<file path="src/rtl/shift_rx_ctrl.sv">
// shift_rx_ctrl: oversampling 8N1 serial receiver that drives a downstream shift_reg
// with one RIGHT-shift command per data bit (LSB first) and reports done/framing error.
module shift_rx_ctrl #(
    parameter int unsigned CLKS_PER_BIT = 16
) (
    input  logic       clk,
    input  logic       nrst,
    input  logic       en_i,
    input  logic       rx_i,
    output logic       D_o,
    output logic [1:0] mode_o,
    output logic       busy_o,
    output logic       frame_done_o,
    output logic       framing_err_o
);

    localparam int unsigned      CNT_W      = $clog2(CLKS_PER_BIT);
    localparam logic [CNT_W-1:0] HALF_LAST  = CNT_W'(CLKS_PER_BIT / 2 - 1);
    localparam logic [CNT_W-1:0] FULL_LAST  = CNT_W'(CLKS_PER_BIT - 1);
    localparam logic [1:0]       MODE_HOLD  = 2'b00;
    localparam logic [1:0]       MODE_RIGHT = 2'b11;

    typedef enum logic [2:0] {
        IDLE,
        START,
        DATA,
        STOP,
        WAIT_HIGH
    } state_t;

    state_t           state, state_d;
    logic [CNT_W-1:0] cnt, cnt_d;
    logic [2:0]       idx, idx_d;
    logic             rx_meta, rx_s, rx_q;
    logic             shift_q, shift_d;
    logic             bit_q, bit_d;
    logic             done_q, done_d;
    logic             err_q, err_d;

    // NOTE: the line idles high, so the synchronizer resets to 1 and cannot fake a start edge.
    always_ff @(posedge clk or negedge nrst) begin
        if (!nrst) begin
            rx_meta <= 1'b1;
            rx_s    <= 1'b1;
            rx_q    <= 1'b1;
        end else begin
            rx_meta <= rx_i;
            rx_s    <= rx_meta;
            rx_q    <= rx_s;
        end
    end

    // NOTE: every signal written here gets a default first, so no latch can be inferred.
    always_comb begin
        state_d = state;
        cnt_d   = cnt + 1'b1;
        idx_d   = idx;
        shift_d = 1'b0;
        bit_d   = bit_q;
        done_d  = 1'b0;
        err_d   = 1'b0;

        unique case (state)
            IDLE: begin
                cnt_d = '0;
                if (en_i && rx_q && !rx_s) state_d = START;
            end
            START: begin
                if (cnt == HALF_LAST) begin
                    cnt_d   = '0;
                    idx_d   = 3'd0;
                    state_d = rx_s ? IDLE : DATA;
                end
            end
            DATA: begin
                if (cnt == FULL_LAST) begin
                    cnt_d   = '0;
                    shift_d = 1'b1;
                    bit_d   = rx_s;
                    idx_d   = idx + 3'd1;
                    if (idx == 3'd7) state_d = STOP;
                end
            end
            STOP: begin
                if (cnt == FULL_LAST) begin
                    cnt_d = '0;
                    if (rx_s) begin
                        done_d  = 1'b1;
                        state_d = IDLE;
                    end else begin
                        err_d   = 1'b1;
                        state_d = WAIT_HIGH;
                    end
                end
            end
            WAIT_HIGH: begin
                cnt_d = '0;
                if (rx_s) state_d = IDLE;
            end
            default: begin
                cnt_d   = '0;
                state_d = IDLE;
            end
        endcase

        // Disable overrides everything: drop the frame silently, keep shift_reg contents.
        if (!en_i) begin
            state_d = IDLE;
            cnt_d   = '0;
            idx_d   = 3'd0;
            shift_d = 1'b0;
            done_d  = 1'b0;
            err_d   = 1'b0;
        end
    end

    // Sample decisions are staged one flop, so each output pulse lags its sample by a cycle.
    always_ff @(posedge clk or negedge nrst) begin
        if (!nrst) begin
            state         <= IDLE;
            cnt           <= '0;
            idx           <= 3'd0;
            shift_q       <= 1'b0;
            bit_q         <= 1'b0;
            done_q        <= 1'b0;
            err_q         <= 1'b0;
            D_o           <= 1'b0;
            mode_o        <= MODE_HOLD;
            busy_o        <= 1'b0;
            frame_done_o  <= 1'b0;
            framing_err_o <= 1'b0;
        end else begin
            state         <= state_d;
            cnt           <= cnt_d;
            idx           <= idx_d;
            shift_q       <= shift_d;
            bit_q         <= bit_d;
            done_q        <= done_d;
            err_q         <= err_d;
            D_o           <= shift_q && en_i && bit_q;
            mode_o        <= (shift_q && en_i) ? MODE_RIGHT : MODE_HOLD;
            busy_o        <= (state_d != IDLE);
            frame_done_o  <= done_q && en_i;
            framing_err_o <= err_q && en_i;
        end
    end

endmodule

</file>
<file path="config.mk">
export PLATFORM = sky130hd
export DESIGN_NAME = shift_rx_ctrl
export DESIGN_NICKNAME = d
export VERILOG_FILES = /design/src/rtl/shift_rx_ctrl.sv
export SDC_FILE = /design/constraint.sdc
export NUM_CORES = 1
export LEC_CHECK = 0
export BUFFER_PORTS_ARGS = -buffer_cell sky130_fd_sc_hd__buf_2
export CAP_MARGIN = 20
export CORE_MARGIN = 2
export CORE_UTILIZATION = 44
export CTS_BUF_LIST = sky130_fd_sc_hd__clkbuf_4
export CTS_CLUSTER_SIZE = 30
export DETAILED_ROUTE_END_ITERATION = 8
export PLACE_DENSITY_LB_ADDON = 0.15
export SYNTH_ARGS = -nofsm -noshare
export SYNTH_HDL_FRONTEND = slang
export SYNTH_SLANG_ARGS = --single-unit
export TNS_END_PERCENT = 20
</file>
<file path="constraint.sdc">
create_clock -name clk -period 1.76 [get_ports clk]
set_input_delay 0 -clock clk [delete_from_list [all_inputs] [get_ports clk]]
set_output_delay 0 -clock clk [all_outputs]
set_load 0.01 [all_outputs]
</file>
==> out/summary.txt <==
run status - complete, no violations
gr ovfl total - 0
Reg power frac - 0.552
H-Tree Depth - 1
Seq/Total Area, Yosys - 0.5622
initial antenna violation count - 0
Max Fclk - 633.7 MHz
Clock Path Buffers - 2
endpoints failing hold - 0
Tcrit/Tclk final - 0.8967
DRT Pass-1 Iters - 4
CTS sink count - 22
worst-path cell chain - ha_1 -> nand2_2 -> nor3_1 -> mux2_2
I/O pins - 10
DP Wirelength - 1121 µm
Yosys reg bits - 22
Post-CTS Setup Repair Bufs - 0
setup TNS - 0 ps
Syn. warnings - 0
Iter 0 DRT Violations - 8
crit path kind - flop to flop
CTS tree - yes
Critical Path RT - 1960 ps
via-per-instance ratio - 5.161
antenna fix cells - 0
WP data arrival - 1780 ps
Placer Congestion - 0.8245
number of port buffers - 9
first-pass GRT wire length - 2649 µm
Slowest-stage cell, CP - dfrtp_1
RSZ-0062 raised after global routing - no
Yosys cell types - 37
minimum clock period - 1578 ps
root buffer cell - clkbuf_4
Hold Startpoint - en_i
die width - 51.34 µm
placed cells - 118
routed len/inst - 12.28 µm
VDD IR max - 0.5098 mV
Gate power share - 0.048
Worst-path clk slew - 120 ps
CP max stage delay - 390 ps
max-cap violations - 0
syn nets - 93
sw frac - 0.1932
Post-Syn Area - 985.9 µm²
pwr dens - 859.9 nW/µm²
number of buffers created by CTS - 3
Least-Margin Pin Slew - 464.1 ps
worst setup path start - cnt[0]
full die area - 2635 µm²
Tot GR Track Use - 0.1374
Final ANT Viol Nets - 0
leakage power - 0.5368 nW
worst hold path class - primary input to flop
via count - 640
Post-Layout Cell Count - 124
Synth Instances - 86
r2r startpoint - cnt[0]
final core occ - 0.5087
initial core utilization - 0.4544
largest net degree at the start of global routing - 23
num rows - 17
Hold Slack - 11.15 ps
final setup vio count - 0
Worst-Skew Late Latency - 300 ps
Pint - 0.0007656 W
DRC viols - 0
share of layout cells above drive strength 1 - 0.2396
CP max FO - 7
slew margin rel. - 0.6906
syn avg cell area - 11.46 µm²
clock network power share - 0.400
P&R area growth vs syn - 11.93%
vias in the first global route - 622
Final Max Tran Viols - 0
GRT busiest layer - met2
WP buf/inv - 0
startpoint types - flop
Post-Route WL - 1523 µm
met3 Use GR - 0.02924
net switching power - 0.0001833 W
CP delay by family, top - simple AND/OR/NAND/NOR gates
Setup crit end kind - flop
core area - 2170 µm²
Final Skew - 4.961 ps
final net count - 104
met1 Track Usage GR - 0.1704
DIE HEIGHT - 51.34 µm
M2 GR Usage - 0.2121
## routing by layer
| layer | part of all wire | wire, µm | vias up |
|---|---|---|---|
| met5 | 0 | 0 | - |
| met4 | 0.011 | 16 | 0 |
| met3 | 0.039 | 59 | 2 |
| met2 | 0.49 | 741 | 14 |
| met1 | 0.46 | 706 | 309 |
| li1 | - | - | 315 |
## area by class of cell
type / count / area, µm²
clock buffers: 3 / 22.52
clock inverters: 1 / 30.03
fillers: 202 / 1066
inverters: 5 / 18.77
multi-input cells: 54 / 377.9
flip-flops and latches: 22 / 554.3
well taps: 28 / 35.03
repair buffers: 11 / 65.06
## synth_stat cells
cell type | n | area (µm²)
dfrtp_1 | 19 | 475.5
nor2_1 | 8 | 30.03
nand2_1 | 5 | 18.77
nor3_1 | 5 | 25.02
inv_1 | 4 | 15.01
and2_1 | 3 | 18.77
dfstp_2 | 3 | 78.83
ha_1 | 3 | 37.54
a22o_1 | 2 | 17.52
and3_1 | 2 | 12.51
buf_4 | 2 | 15.01
nand2b_4 | 2 | 27.53
nand3_1 | 2 | 10.01
o221ai_1 | 2 | 17.52
xnor2_1 | 2 | 17.52
a211oi_1 | 1 | 7.510
a311oi_1 | 1 | 8.760
a31oi_1 | 1 | 6.260
and2_2 | 1 | 7.510
buf_2 | 1 | 5.000
buf_6 | 1 | 11.26
clkbuf_1 | 1 | 3.750
inv_2 | 1 | 3.750
mux2_2 | 1 | 11.26
mux2_4 | 1 | 15.01
nand2_2 | 1 | 6.260
nand2b_1 | 1 | 6.260
nand4_1 | 1 | 6.260
nor2b_1 | 1 | 6.260
nor3b_1 | 1 | 7.510
o2111a_1 | 1 | 11.26
o211ai_1 | 1 | 7.510
o21a_1 | 1 | 7.510
o21ai_0 | 1 | 5.000
o31a_1 | 1 | 8.760
o31ai_1 | 1 | 7.510
xor2_1 | 1 | 8.760
## power by group through the flow
| stage | registers [W] | logic [W] | clock network (W) |
|---|---|---|---|
| floorplan | 0.000532 | 0.0000242 | 0 |
| global placement | 0.000533 | 0.0000435 | 0 |
| detailed placement | 0.000533 | 0.0000440 | 0 |
| CTS | 0.000524 | 0.0000475 | 0.000394 |
| global route | 0.000525 | 0.0000529 | 0.000408 |
| finish | 0.000524 | 0.0000459 | 0.000379 |
## cells by family (layout without fill, tap and decap cells)
| family | count (synthesis) | after routing | share of synthesized area |
|---|---|---|---|
| adders and majority gates | 3 | 3 | 0.03808 |
| AOI/OAI and AO/OA | 13 | 13 | 0.1066 |
| buffers and inverters | 10 | 20 | 0.05455 |
| muxes | 2 | 2 | 0.02664 |
| xor gates and xnor gates | 3 | 3 | 0.02665 |
| and+or+nand+nor | 33 | 33 | 0.1853 |
| DFF | 22 | 22 | 0.5622 |
## layout by cell type, fill, tap and decap left out, types with 2 or more instances in the layout
cell	instances
dfrtp_1	19
buf_2	9
nor2_1	8
nor3_1	5
nand2_1	5
inv_1	4
and2_1	3
ha_1	3
clkbuf_4	3
dfstp_2	3
nand2b_4	2
xnor2_1	2
and3_1	2
o221ai_1	2
nand3_1	2
a22o_1	2
dlygate4sd3_1	2
## state kept, by name, summed over array words and instances, names as in the netlist
register / flops
D_o: 1
bit_q: 1
busy_o: 1
cnt: 4
done_q: 1
err_q: 1
frame_done_o: 1
framing_err_o: 1
idx: 3
mode_o: 1
rx_meta: 1
rx_q: 1
rx_s: 1
shift_q: 1
state: 3
## path summary, 6_finish.rpt
check                      slack, ps  cells past startpoint             to
min in group asynchronous        170                      2  framing_err_o
max                              180                      4          bit_q
max in group asynchronous       1250                      2        rx_meta
min reg2reg                      360                      0           rx_s
min                               10                      3       state[0]
max reg2reg                      180                      4          bit_q
## worst min-delay path: cells and delay by family
family	cells	cell delay [ps]
AND/OR/NAND/NOR	2	130
buffers and inverters	1	160
## per-stage QoR
step	total power [W]	setup WS, ps	cell area (µm²)
final	0.0009490	181.8	1104
after global placement	0.0005765	258.2	1031
after global routing	0.0009862	4.115	1104
after detailed placement	0.0005772	197.8	1031
after CTS	0.0009651	169.9	1104
after floorplan	0.0005563	321.3	985.9
## timing repair
item,in CTS,in global routing
gates resized for setup,0,0
hold endpoints to repair,23,0
hold buffers,2,0
No activity file was read; power rests on OpenSTA's default activity.
